`src/rtl/load_store_unit.sv`:
```
// load_store_unit: data-memory initiator; splits misaligned half/word accesses into byte accesses
// and reassembles load results into a one-cycle response.
module load_store_unit #(
    parameter int ADDRESS_WIDTH = 32,
    parameter int DATA_WIDTH    = 32,
    parameter int BYTE_WIDTH    = 8
) (
    input  logic                     clk,
    input  logic                     rst,
    input  logic                     req_valid,
    output logic                     req_ready,
    input  logic                     req_we,
    input  logic [ADDRESS_WIDTH-1:0] req_addr,
    input  logic [DATA_WIDTH-1:0]    req_wdata,
    input  logic [2:0]               req_funct3,
    output logic                     resp_valid,
    output logic [DATA_WIDTH-1:0]    resp_rdata,
    output logic                     resp_err,
    output logic [ADDRESS_WIDTH-1:0] mem_a,
    output logic                     mem_we,
    output logic [DATA_WIDTH-1:0]    mem_writedata,
    output logic [2:0]               mem_memcontrol,
    input  logic [DATA_WIDTH-1:0]    mem_readdata
);
    typedef enum logic [1:0] {IDLE, ACCESS, DONE} state_t;
    state_t                   state;
    logic                     we_q;
    logic [ADDRESS_WIDTH-1:0] addr_q;
    logic [DATA_WIDTH-1:0]    wdata_q;
    logic [2:0]               f3_q;
    logic [1:0]               idx;
    logic [DATA_WIDTH-1:0]    asm_q;
    logic                     legal;
    logic                     misal;
    logic                     in_acc;
    logic [1:0]               last_idx;
    logic [DATA_WIDTH-1:0]    asm_n;
    logic [DATA_WIDTH-1:0]    load_val;

    assign legal    = req_we ? (!req_funct3[2] && req_funct3[1:0] != 2'b11)
                             : (req_funct3[1:0] != 2'b11 && !(req_funct3[2] && req_funct3[1]));
    assign misal    = (f3_q[1:0] == 2'b01 && addr_q[0]) || (f3_q[1:0] == 2'b10 && addr_q[1:0] != 2'b00);
    assign last_idx = f3_q[0] ? 2'd1 : 2'd3;
    assign in_acc   = state == ACCESS;

    always_comb begin
        asm_n = asm_q;
        asm_n[idx*BYTE_WIDTH +: BYTE_WIDTH] = mem_readdata[BYTE_WIDTH-1:0];
    end

    assign load_val = f3_q[1] ? asm_n
                    : f3_q[2] ? {{(DATA_WIDTH-16){1'b0}}, asm_n[15:0]}
                    : {{(DATA_WIDTH-16){asm_n[15]}}, asm_n[15:0]};

    assign req_ready      = state == IDLE;
    assign resp_valid     = state == DONE;
    assign mem_we         = in_acc && we_q;
    assign mem_a          = !in_acc ? '0 : misal ? addr_q + ADDRESS_WIDTH'(idx) : addr_q;
    assign mem_memcontrol = !in_acc ? 3'b010 : !misal ? f3_q : we_q ? 3'b000 : 3'b100;
    // split accesses carry one byte on the low lane only
    assign mem_writedata  = !in_acc ? '0
                          : misal ? DATA_WIDTH'(wdata_q[idx*BYTE_WIDTH +: BYTE_WIDTH]) : wdata_q;

    always_ff @(posedge clk or posedge rst) begin
        if (rst) begin
            state      <= IDLE;
            we_q       <= 1'b0;
            addr_q     <= '0;
            wdata_q    <= '0;
            f3_q       <= '0;
            idx        <= '0;
            asm_q      <= '0;
            resp_rdata <= '0;
            resp_err   <= 1'b0;
        end else begin
            case (state)
                IDLE: if (req_valid) begin
                    we_q       <= req_we;
                    addr_q     <= req_addr;
                    wdata_q    <= req_wdata;
                    f3_q       <= req_funct3;
                    idx        <= '0;
                    asm_q      <= '0;
                    resp_rdata <= '0;
                    resp_err   <= !legal;
                    state      <= legal ? ACCESS : DONE;
                end
                ACCESS: if (!misal) begin
                    resp_rdata <= we_q ? '0 : mem_readdata;
                    state      <= DONE;
                end else begin
                    asm_q <= asm_n;
                    idx   <= idx + 2'd1;
                    if (idx == last_idx) begin
                        resp_rdata <= we_q ? '0 : load_val;
                        state      <= DONE;
                    end
                end
                DONE: begin
                    resp_rdata <= '0;
                    resp_err   <= 1'b0;
                    state      <= IDLE;
                end
                default: state <= IDLE;
            endcase
        end
    end
endmodule

```
`config.mk`:
```
export PLATFORM = sky130hd
export DESIGN_NAME = load_store_unit
export DESIGN_NICKNAME = d
export VERILOG_FILES = /design/src/rtl/load_store_unit.sv
export SDC_FILE = /design/constraint.sdc
export NUM_CORES = 1
export LEC_CHECK = 0
export ABC_AREA = 1
export BUFFER_PORTS_ARGS = -buffer_cell sky130_fd_sc_hd__buf_4
export CAP_MARGIN = 10
export CORE_UTILIZATION = 54
export DETAILED_ROUTE_END_ITERATION = 8
export MAX_ROUTING_LAYER = met4
export PLACE_DENSITY = 0.88
export SLEW_MARGIN = 20
export SYNTH_ARGS = -nofsm -noshare
export SYNTH_HDL_FRONTEND = slang
export SYNTH_SLANG_ARGS = --single-unit
```
`constraint.sdc`:
```
create_clock -name clk -period 6.2 [get_ports clk]
set_input_delay 1.86 -clock clk [delete_from_list [all_inputs] [get_ports clk]]
set_output_delay 1.86 -clock clk [all_outputs]
set_load 0.005 [all_outputs]
```
# Word-level counts from Yosys, hierarchy flattened
# Cells that the tools add are included.
dict set report op_classes {
  addsub 3
  eq_ne 9
  n_shift 3
  mux 30
  reduce_logical 20
}
# cell count
set ops {}
lappend ops {{32-bit two-way mux} 12}
lappend ops {{32-bit one-hot mux with 3 select lines} 1}
lappend ops {{32-bit one-hot mux with 2 select lines} 1}
lappend ops {{5-bit negator with 34-bit output} 1}
lappend ops {{8-bit by 34-bit variable shift with 32-bit output, first input constant} 1}
lappend ops {{8-bit by 34-bit indexed part select with 32-bit output} 1}
lappend ops {{32-bit by 2-bit adder with 32-bit output} 1}
lappend ops {{32-bit bitwise mux} 1}
lappend ops {{32-bit by 6-bit indexed part select with 8-bit output} 1}
lappend ops {{2-bit two-way mux} 7}
lappend ops {{3-bit two-way mux} 3}
lappend ops {{2-bit one-hot mux with 2 select lines} 2}
lappend ops {{1-bit logical AND} 6}
lappend ops {{2-bit inequality test, second input constant} 3}
lappend ops {{2-bit AND reduction} 3}
lappend ops {{3-bit AND reduction} 2}
lappend ops {{2-bit nonzero test} 3}
lappend ops {{2-bit by 1-bit == test with 1-bit output, second input constant} 2}
lappend ops {{2-bit == test, second input constant} 2}
lappend ops {{1-bit logical NOT} 3}
lappend ops {{3-bit by 2-bit inequality test with 1-bit output, second input constant} 1}
lappend ops {{3-bit nonzero test} 1}
lappend ops {{2-bit by 1-bit adder with 2-bit output, second input constant} 1}
lappend ops {{2-bit == test} 1}
lappend ops {{other kinds (4)} 5}
dict set report totals {
  reg_bits 137
  inputBits 103
  out_inout_bits 103
  elab_cells 74
}

# Logic depth before layout (Yosys ltp)
dict set report logic_depth {
  ltp_word 9
  ltp_mapped 17
  depth_no_buf 13
}

# Least setup slack after synthesis
# Ideal clock, no wire load.
dict set report synth_path {
  path_kind {register to output}
  startpoint {register idx[1]}
  endpoint {output port mem_a[24]}
  arrival_time_ns 2.437
  required_ns 4.340
  path_slack_ns 1.903
  path_stages_with_launch 14
  n_path_buf 2
  cell_sequence {dfrtp_1 > clkbuf_1 > clkbuf_1 > inv_1 > fa_1 > inv_1 > nand3_1 > nor2_1 > nand3_1 > nor2_1 > nand2_1 > nand2_1 > nand2_1 > nor2_1}
}
dict set report synth_between {
  elab_chain_len 3
}
# element line
set synth_rtl {}
lappend synth_rtl {{start: declaration} 31} ;# logic [1:0] idx;
lappend synth_rtl {{start signal: assignment} 93} ;# idx <= idx + 2'd1;
lappend synth_rtl {{32-bit by 2-bit adder with 32-bit output} 58} ;# assign mem_a = !in_acc ? '0 : misal ? addr_q + ADDRESS_WIDTH'(idx) : addr_q;
lappend synth_rtl {{32-bit two-way mux (2 in series)} 58}
lappend synth_rtl {{end: declaration} 19} ;# output logic [ADDRESS_WIDTH-1:0] mem_a,
# No other way between the ends.

# Worst setup path after layout
dict set report layout_path {
  startpoint {register f3_q[1]}
  endpoint {output port mem_a[1]}
}
dict set report layout_between {
  elab_chain_len 5
  elab_cells_between_ends 7
  cone_classes {2 x eq/ne; 2 x mux; 3 x reduce/logical}
}
# element line
set layout_rtl {}
lappend layout_rtl {{start: declaration} 30} ;# logic [2:0] f3_q;
lappend layout_rtl {{start signal: assignment} 81} ;# f3_q <= req_funct3;
lappend layout_rtl {{2-bit by 1-bit == test with 1-bit output / 2-bit == test (equally long branches)} 42} ;# assign misal = (f3_q[1:0] == 2'b01 && addr_q[0]) || (f3_q[1:0] == 2'b10 && addr_q[1:0] != 2'b00);
lappend layout_rtl {{1-bit logical AND} 42}
lappend layout_rtl {{1-bit logical OR *} 42}
lappend layout_rtl {{32-bit two-way mux * (2 in series)} 58}
# Mark *: on every way between the ends. The rest lies on a longest branch, timed or not.

==> results.md <==
- Die area: 15100 µm²
- Status: complete, no violations
- Clock slew at reported path FFs: about 0.05 ns
- Post-Syn Area: 7880 µm²
- NumNets Final: ~1400
- EDFF count, synth: 0
- Worst-margin pin slew: 0.911 ns
- Worst Hold Path Cells: 2
- H-tree depth: 4
- Input/output buffers: approximately 200
- Synth Register Bits: roughly 140
- PwrDens: 427 nW/µm²
- DRT iter0 DRCs: a little over 700
- Via Count: about 8200
- Ys async rst share: 100%
- FF-to-FF path depth: 8
- Final ANT Viol Nets: 0
- Leakage: a little over 5 nW
- CTS tree: yes
- Layout Skew: 0.0108 ns
- Most common cell in the netlist: nand2_1
- Min Tclk post-route: between 5 and 6 ns
- Gpl congestion: just over 1
- Total Power: 0.00431 W
- Core Region: between 10000 and 15000 µm²
- Count of different cell masters after synthesis: 35
- DP Wirelength: about 16000 µm
- Skew-Pair Late Insertion Delay: 0.42 ns
- N_diodes: 0
- WP data arrival: roughly 3.5 ns
- Initial antenna violation count: 0
- Hold buffers post-CTS: 0
- Register area: between 3000 and 4000 µm²
- Postcts setup bufs: 0
- Top Ports: 206
- GRT Util Overall: 33.0%
- CTS root buffer: clkbuf_16
- Dominant cells by area after synthesis: dfrtp_1 (44%), nand2_1 (17%), nor2_1 (8.1%), o21ai_0 (7.1%), inv_1 (5.7%)
- Crit path launch type: flop
- Via-to-Cell Ratio: ~5.4
- Syn Area/Cell: about 6.9 µm²
- Synth Flop Type: dfrtp_1
- Fillers: ~1200
- M3 GR Usage: ~6.3%
- Met1 Usage GRT: between 40% and 50%
- Grt met2 use: between 50% and 60%
- Routed length per placed instance: roughly 15 µm
- Area Overhead vs Synth: 27.9%
- Vias in the first global route: 7676
- Final WL: around 23000 µm
- Post-CTS sizing: 0
- Fmax achieved: approximately 0.19 GHz
- Die height: between 100 and 150 µm
- Die width: 123 µm
- First-pass GRT wire length: around 37000 µm
- Post-synth top cells: nand2_1 (362), nor2_1 (171), dfrtp_1 (137)
- Crit path max fanout: approximately 50
- Max_cap viols: 0
- Synth Net Count: ~1300
- DRC violations left: 0
- VDD IR-drop max: ~0.24 mV
- Multi-input gate area: about 3700 µm²
- Final hold violations: 0
- GRT busiest layer: met2
- Dominant cell type by area after synthesis: dfrtp_1
- Final period util: approximately 87%
- Clk buf depth: 2
- Slew HR: between 30% and 40%
- DR pass1 iterations: 5
- CTS sink cnt: 137
- Starting density of the core: between 50% and 60%
- Sequential-to-total area share from yosys stat: 43.5%
- Nature of the critical path endpoint: primary output
- Largest net degree at the start of global routing: between 100 and 150
- Min-delay worst type: reg2reg
- Layout cell share with drive strength beyond 1: just under 20%
- Cells after Synth: approximately 1100
- Rows: between 40 and 50
- Max-slew violations: 0
- YS warnings: 0
- Grt ovf: 0
- CTS Buf Count: 17
- RSZ-0062 raised after global routing: false
- Worst EP required: around 4.3 ns
- Final TNS setup: 0 ns
- Critical path type: reg2out
- Synth top area share: between 40% and 50%
- Final setup fails: 0
[critical path: stages, from the launching register on]
cell,delay (ns)
dfrtp_1,0.75
inv_4,0.09
nand3_1,0.12
nand2_2,0.51
nor2_2,0.61
inv_2,0.41
o22ai_1,0.38
buf_4,0.18
[placed cells by master (no fill, tap or decap), types with 3 or more instances in the layout]
cell / synthesis / final
nand3_1: 39 / 39
nor3_1: 8 / 8
clkbuf_16: 0 / 17
inv_1: 119 / 118
inv_2: 4 / 4
buf_4: 4 / 209
dfrtp_1: 137 / 137
clkinv_2: 0 / 3
nor2_1: 171 / 171
ha_1: 7 / 7
nor2_2: 3 / 3
o21ai_1: 12 / 12
a31oi_1: 14 / 14
o22ai_1: 41 / 41
bufinv_16: 0 / 5
a21oi_1: 25 / 25
nand2_1: 362 / 362
o21ai_0: 112 / 112
nand4_1: 10 / 10
[logic make-up (layout without fill, tap and decap cells)]
kind of cell | count (synthesis) | in the layout | share of synthesized area [%]
adder cells (fa/ha/maj) | 8 | 8 | 1.37
AND/OR/NAND/NOR | 604 | 604 | 30.9
AO/OA/AOI/OAI | 209 | 209 | 14.5
flip-flops | 137 | 137 | 43.5
buffers and inverters | 181 | 366 | 9.56
XOR/XNOR | 1 | 1 | 0.111
[flip-flops by register name (all words and copies together), names as in the netlist]
name and cells:
addr_q 32, asm_q 32, resp_rdata 32, wdata_q 32, f3_q 3, idx 2
state 2, resp_err 1, we_q 1
[layout make-up]
type / instances / share of cell area (%)
inverter: 125 / 4.76
multi-input combinational: 822 / 36.7
timing repair buffer: 210 / 15.8
clock buffer: 19 / 4.50
sequential: 137 / 34.0
clock inverter: 12 / 1.96
tap: 180 / 2.24
[per-stage QoR]
step / cells / hold slack (ns) / instance area [µm²] / worst slack [ns] / util (%)
2_1_floorplan: 1140 / 0.442 / 7880 / 0.672 / -
3_3_place_gp: 1473 / 0.453 / 9400 / 1.51 / 66.9
3_5_place_dp: 1473 / 0.461 / 9400 / 1.37 / 66.9
4_1_cts: 1504 / 0.474 / 10000 / 0.918 / 71.5
5_1_grt: 1505 / 0.510 / 10100 / 0.619 / 71.7
6_report: 1505 / 0.477 / 10100 / 0.836 / 71.7
[layer usage]
metal  routed length [µm]  part of all wire [%]
met3                 1740                   7.5
met5                    0                     0
met1                 9930                    43
met4                  575                   2.5
met2                11000                    47
[worst paths after layout]
kind,start,to,slack [ns]
max,f3_q[1],mem_a[1],0.84
min,resp_rdata[30],resp_rdata[30],0.48
max reg2reg,f3_q[1],resp_rdata[6],3.06
min reg2reg,resp_rdata[30],resp_rdata[30],0.48
max in group asynchronous,rst,asm_q[1],3.46
min in group asynchronous,rst,resp_rdata[13],1.62
[power by group]
group	internal [W]	switching (W)	total (W)
logic	0.000601	0.00117	0.00177
registers	0.00118	0.000238	0.00141
clock network	0.000731	0.000390	0.00112
Note: power is estimated with default switching activity, not from simulation.
